==> src/rtl/booth_mult_arbiter.sv <==
// Round-robin front end that shares one signed 8x8 booth_multiplier between two requesters.
// It loads A then B over select/multIn, waits LATENCY cycles and returns the captured product.
`timescale 1ns/1ps

module booth_mult_arbiter #(
    parameter int LATENCY = 8
) (
    input  logic        clk,
    input  logic        reset,
    input  logic [1:0]  req_valid,
    output logic [1:0]  req_ready,
    input  logic [7:0]  req_a0,
    input  logic [7:0]  req_b0,
    input  logic [7:0]  req_a1,
    input  logic [7:0]  req_b1,
    output logic [1:0]  rsp_valid,
    input  logic [1:0]  rsp_ready,
    output logic [15:0] rsp_data,
    output logic        mul_select,
    output logic [7:0]  mul_in,
    input  logic [15:0] mul_product,
    output logic        busy,
    output logic [15:0] ops_done,
    output logic [2:0]  dbg_state
);

    typedef enum logic [2:0] {
        S_IDLE   = 3'd0,
        S_LOAD_A = 3'd1,
        S_LOAD_B = 3'd2,
        S_WAIT   = 3'd3,
        S_DONE   = 3'd4
    } state_t;

    localparam logic [7:0] WAIT_INIT = 8'(LATENCY - 1);

    state_t      state_q, state_d;
    logic        ptr_q, ptr_d;
    logic        id_q, id_d;
    logic [7:0]  b_q, b_d;
    logic [7:0]  cnt_q, cnt_d;
    logic [1:0]  rsp_valid_q, rsp_valid_d;
    logic [15:0] rsp_data_q, rsp_data_d;
    logic        mul_select_q, mul_select_d;
    logic [7:0]  mul_in_q, mul_in_d;
    logic [15:0] ops_done_q, ops_done_d;

    logic [1:0]  grant;
    logic        accept;
    logic        acc_id;
    logic [7:0]  acc_a;
    logic [7:0]  acc_b;

    // Valid/ready on both ports: a transfer happens on the rising edge where valid and ready
    // are both high; the sender holds valid and its payload stable until that edge.
    always_comb begin
        grant = 2'b00;
        case (req_valid)
            2'b01:   grant = 2'b01;
            2'b10:   grant = 2'b10;
            2'b11:   grant = ptr_q ? 2'b10 : 2'b01;
            default: grant = 2'b00;
        endcase
    end

    assign req_ready = (state_q == S_IDLE && !reset) ? grant : 2'b00;
    assign accept    = |(req_valid & req_ready);
    assign acc_id    = req_ready[1];
    assign acc_a     = acc_id ? req_a1 : req_a0;
    assign acc_b     = acc_id ? req_b1 : req_b0;

    always_comb begin
        state_d      = state_q;
        ptr_d        = ptr_q;
        id_d         = id_q;
        b_d          = b_q;
        cnt_d        = cnt_q;
        rsp_valid_d  = rsp_valid_q;
        rsp_data_d   = rsp_data_q;
        mul_select_d = mul_select_q;
        mul_in_d     = mul_in_q;
        ops_done_d   = ops_done_q;

        case (state_q)
            S_IDLE: begin
                if (accept) begin
                    state_d      = S_LOAD_A;
                    id_d         = acc_id;
                    b_d          = acc_b;
                    ptr_d        = ~acc_id;
                    mul_select_d = 1'b1;
                    mul_in_d     = acc_a;
                end
            end
            S_LOAD_A: begin
                state_d      = S_LOAD_B;
                mul_select_d = 1'b0;
                mul_in_d     = b_q;
            end
            S_LOAD_B: begin
                state_d = S_WAIT;
                cnt_d   = WAIT_INIT;
            end
            S_WAIT: begin
                if (cnt_q == 8'd0) begin
                    state_d     = S_DONE;
                    rsp_data_d  = mul_product;
                    rsp_valid_d = id_q ? 2'b10 : 2'b01;
                end else begin
                    cnt_d = cnt_q - 8'd1;
                end
            end
            S_DONE: begin
                // Only the owning requester's ready retires the result.
                if (rsp_ready[id_q]) begin
                    state_d     = S_IDLE;
                    rsp_valid_d = 2'b00;
                    ops_done_d  = ops_done_q + 16'd1;
                end
            end
            default: begin
                state_d = S_IDLE;
            end
        endcase
    end

    always_ff @(posedge clk) begin
        if (reset) begin
            state_q      <= S_IDLE;
            ptr_q        <= 1'b0;
            id_q         <= 1'b0;
            b_q          <= 8'd0;
            cnt_q        <= 8'd0;
            rsp_valid_q  <= 2'b00;
            rsp_data_q   <= 16'd0;
            mul_select_q <= 1'b0;
            mul_in_q     <= 8'd0;
            ops_done_q   <= 16'd0;
        end else begin
            state_q      <= state_d;
            ptr_q        <= ptr_d;
            id_q         <= id_d;
            b_q          <= b_d;
            cnt_q        <= cnt_d;
            rsp_valid_q  <= rsp_valid_d;
            rsp_data_q   <= rsp_data_d;
            mul_select_q <= mul_select_d;
            mul_in_q     <= mul_in_d;
            ops_done_q   <= ops_done_d;
        end
    end

    assign rsp_valid  = rsp_valid_q;
    assign rsp_data   = rsp_data_q;
    assign mul_select = mul_select_q;
    assign mul_in     = mul_in_q;
    assign busy       = (state_q != S_IDLE);
    assign ops_done   = ops_done_q;
    assign dbg_state  = state_q;

    a_req_ready_onehot: assert property (@(posedge clk) disable iff (reset) $onehot0(req_ready));
    a_rsp_valid_onehot: assert property (@(posedge clk) disable iff (reset) $onehot0(rsp_valid_q));
    a_select_in_load_a: assert property (@(posedge clk) disable iff (reset)
                                         mul_select_q |-> (state_q == S_LOAD_A));

endmodule

==> config.mk <==
export PLATFORM = sky130hd
export DESIGN_NAME = booth_mult_arbiter
export DESIGN_NICKNAME = d
export VERILOG_FILES = /design/src/rtl/booth_mult_arbiter.sv
export SDC_FILE = /design/constraint.sdc
export NUM_CORES = 1
export LEC_CHECK = 0
export CORE_UTILIZATION = 40
export CTS_CLUSTER_SIZE = 20
export DETAILED_ROUTE_END_ITERATION = 8
export GPL_TIMING_DRIVEN = 0
export PLACE_DENSITY = 0.82
export RECOVER_POWER = 25
export SLEW_MARGIN = 25
export SYNTH_ARGS = -nofsm -noshare
export SYNTH_HDL_FRONTEND = slang
export SYNTH_SLANG_ARGS = --single-unit
==> constraint.sdc <==
create_clock -name clk -period 3.4 [get_ports clk]
set_clock_uncertainty 0.1 [all_clocks]
set_input_delay 0.51 -clock clk [delete_from_list [all_inputs] [get_ports clk]]
set_output_delay 0.51 -clock clk [all_outputs]
set_load 0.02 [all_outputs]
==> Implementation_results.wiki <==
{| class="wikitable"
! Metric !! Value
|-
| Multiplexer area fraction after synthesis || 5.06%
|-
| Skew-Pair Late Insertion Delay || 0.34 ns
|-
| # resized after CTS || 0
|-
| Peak supply drop || 315 uV
|-
| Layout overhead on the synthesized area || 48.9%
|-
| Detailed placement HPWL || 5560 um
|-
| Final WL || 7620 um
|-
| Netlist area before placement || 0.00292 sq mm
|-
| CP max FO || 10
|-
| GR Util All Layers || 21.2%
|-
| Std cell rows || 30
|-
| Count of flip-flops with a built-in enable after synthesis || 0
|-
| Synth Area in Compound Gates || 15.5%
|-
| Post-synthesis share of cell area spent on xor and xnor gates || 3.00%
|-
| Share of final-layout standard cells stronger than drive strength 1 || 8.71%
|-
| Most common cell after layout, fill and taps aside || clkdlybuf4s50_1
|-
| Count of routing violations after the opening detailed-route iteration || 132
|-
| Required time reported for the critical path endpoint || 2.79 ns
|-
| Clock tree from TritonCTS || done
|-
| Num CTS Buffers || 9
|-
| Max-cap violation count || 0
|-
| Worst hold slack || 0.351 ns
|-
| Synth async-reset ratio || 0%
|-
| Hold path startpoint || rsp_data[5]$_SDFFE_PP0P_
|-
| Number of global-route vias before repair || 2,788
|-
| Count of nets after finishing || 500
|-
| Core footprint || 0.00691 sq mm
|-
| Number of cells traversed by the worst register-to-register path || 7
|-
| Yosys warns || 0
|-
| Ratio of total power to cell area || 519 mW/mm^2
|-
| Commonest cells after routing, fill and taps aside || clkdlybuf4s50_1, dfxtp_1, nand2_1, a21oi_1, dlygate4sd3_1
|-
| I/O pin count || 103
|-
| Path type of the worst min-delay path || register to register
|-
| Hold Path End || rsp_data[5]$_SDFFE_PP0P_
|-
| Antenna Cells || 0
|-
| Kind of start point of the critical path || primary input
|-
| Sink Count || 64
|-
| Leakage power summed over all cells || 1.65 nW
|-
| Vias || 2,880
|-
| Critical R2R Capture || rsp_data[6]$_SDFFE_PP0P_
|-
| Ratio of routed vias to standard cells || 5.29
|-
| Period utilization || 99.3%
|-
| RSZ-0062 raised after global routing || yes
|-
| Fin. max-slew vios || 0
|-
| Most instantiated flip-flop cell in the synthesis netlist || dfxtp_1
|-
| Top cells by area in the synthesized netlist || dfxtp_1, nand2_1, a21oi_1
|-
| Final RePlAce weighted congestion || 0.824
|-
| Startpoint-to-endpoint class of the critical path || primary input to output port
|-
| Post-Synthesis Mean Instance Area || 8.82 sq um
|-
| Setup slack on the worst flop-to-flop path || 0.85 ns
|-
| Initial antenna violation count || 0
|-
| Kind of capture point of the worst setup path || output port
|-
| Main combinational cell family by area after synthesis || simple AND/OR/NAND/NOR gates
|-
| Wire length of the first global-routing pass || 12,600 um
|-
| H-tree lvl count || 3
|-
| Largest net degree at the start of global routing || 13
|-
| Count of buffers added by post-CTS timing repair for setup || 0
|-
| Launch instance of the worst register-to-register path || cnt_q[0]$_SDFFE_PP0P_
|-
| Run status || completed
|-
| Fillers || 610
|-
| Number of endpoints failing setup at the final stage || 0
|-
| DIE WIDTH || 87.4 um
|-
| Clock-pin slew on the worst setup and hold paths || 0.07 ns
|-
| Die area || 0.00765 sq mm
|-
| Clock root cell || clkbuf_8
|-
| Max Root-Sink Buffers || 2
|-
| Fmax achieved || 296 MHz
|-
| Worst-case headroom to the max-slew limit || 44.9%
|-
| Adder and majority cell fraction of the synthesized area || 1.29%
|-
| Dominant cell type by area after synthesis || dfxtp_1
|-
| Synthesized-area fraction occupied by and/or/nand/nor cells || 27.2%
|-
| FF+latch count, synth || 64
|-
| DR DRC count || 0
|-
| Final hold violation count || 0
|-
| Critical path arrival || 2.77 ns
|-
| Number of input and output port buffers inserted || 101
|-
| Die Y-Extent || 87.4 um
|-
| Hold-fix buffer count after cts || 0
|-
| Starting Density || 42.3%
|-
| Pin slew with the least headroom to its limit || 0.825 ns
|-
| Hold depth || 2
|-
| Utilization of the core after routing || 63.0%
|-
| Post-DR wirelength/cell || 14.0 um
|-
| Sequential cell area fraction in the yosys report || 43.9%
|-
| Share of the synthesized area in the top cell type || 43.9%
|-
| Post-synthesis cell count || 331
|-
| Drt first pass iters || 4
|-
| Unique cell type count in the Yosys netlist || 49
|-
| Remaining Overflow, GRT || 0
|-
| Time the worst path needs with I/O delays and setup || 3.38 ns
|-
| Detail Route Antenna Nets || 0
|-
| Synthesized net count || 388
|}
==> worst max path at each step <==
| stage | from | to | slack, ns | depth (start not counted) |
|---|---|---|---|---|
| detailed placement | reset | req_ready[0] | 0.04 | 6 |
| global placement | reset | req_ready[0] | 0.08 | 6 |
| floorplan | dbg_state[2]$_SDFFE_PP0P_ | req_ready[0] | 1.06 | 5 |
| CTS | dbg_state[2]$_SDFFE_PP0P_ | req_ready[0] | 0.03 | 6 |
| global route | req_valid[0] | req_ready[1] | -0.08 | 6 |
| finish | req_valid[0] | req_ready[1] | 0.02 | 6 |
==> kinds of logic (layout without fill, tap and decap cells) <==
family	after synthesis	in the layout
and+or+nand+nor	145	145
AOI/OAI and AO/OA	69	69
DFF	64	64
buffers and inverters	26	143
muxes	14	14
xor gates and xnor gates	10	10
adders and majority gates	3	3
==> area by class of cell <==
type	count	area, sq um	area share (%)
Multi-Input combinational cell	241	1530	35.1
Sequential cell	64	1280	29.5
Timing Repair Buffer	101	1010	23.3
Clock inverter	7	168	3.86
Clock buffer	9	124	2.85
Tap cell	96	120	2.76
Buffer	21	100	2.30
Inverter	5	18.8	0.432
==> registers in the layout, summed over array words and instances, names as in the netlist, 2 cells and up <==
signal,count
mul_in,8
cnt_q,8
rsp_data,16
b_q,8
rsp_valid,2
dbg_state,3
ops_done,16
==> critical path, stage by stage <==
cell and delay [ns]:
clkdlybuf4s50_1 0.49, nand2b_1 0.19, nand2_1 0.21, buf_1 0.29, nor2_2 0.39, clkdlybuf4s50_1 0.69
==> layer usage <==
metal  GRT usage, %  vias to the layer above  wire (um)
met4           9.69                        0        108
met1           25.1                     1337       3360
met2           36.0                       97       3640
li1               -                     1436          -
met3           5.40                       10        512
met5              0                        -          0
==> power by group <==
| group | internal, mW | total, mW | leakage, nW | switching, mW |
|---|---|---|---|---|
| combinational | 0.222 | 0.470 | 0.987 | 0.248 |
| clock | 0.638 | 0.945 | 0.144 | 0.307 |
| sequential | 0.807 | 0.842 | 0.521 | 0.0357 |
| total | 1.67 | 2.26 | 1.65 | 0.590 |
==> cell usage after synthesis (all sizes together) (2+ instances only) <==
master,number
a21oi,28
and4,7
mux2,6
or4,7
o221ai,2
and3,7
nor2b,6
or2,3
mux2i,8
nor2,18
or3,5
nand3,9
a21boi,2
clkbuf,13
nor3,5
buf,8
xnor2,2
ha,3
a221oi,2
a221o,10
and2,2
nand2b,3
nand4,11
nand2,52
nand4b,2
dfxtp,64
inv,5
a211oi,2
o31ai,5
xor2,8
a31oi,4
o21ai,10
nor4,2
==> metrics by stage <==
stage	std cells	setup TNS, ns	setup slack (ns)	total power [mW]	area (sq um)
4_1_cts	544	0	0.0295	2.28	4340
5_1_grt	544	-0.0829	-0.0829	2.36	4350
3_5_place_dp	528	0	0.0383	1.33	4050
6_report	544	0	0.0233	2.26	4350
2_1_floorplan	331	0	1.06	1.14	2920
3_3_place_gp	528	0	0.0798	1.32	4050
Note: power is estimated with default switching activity, not from simulation.
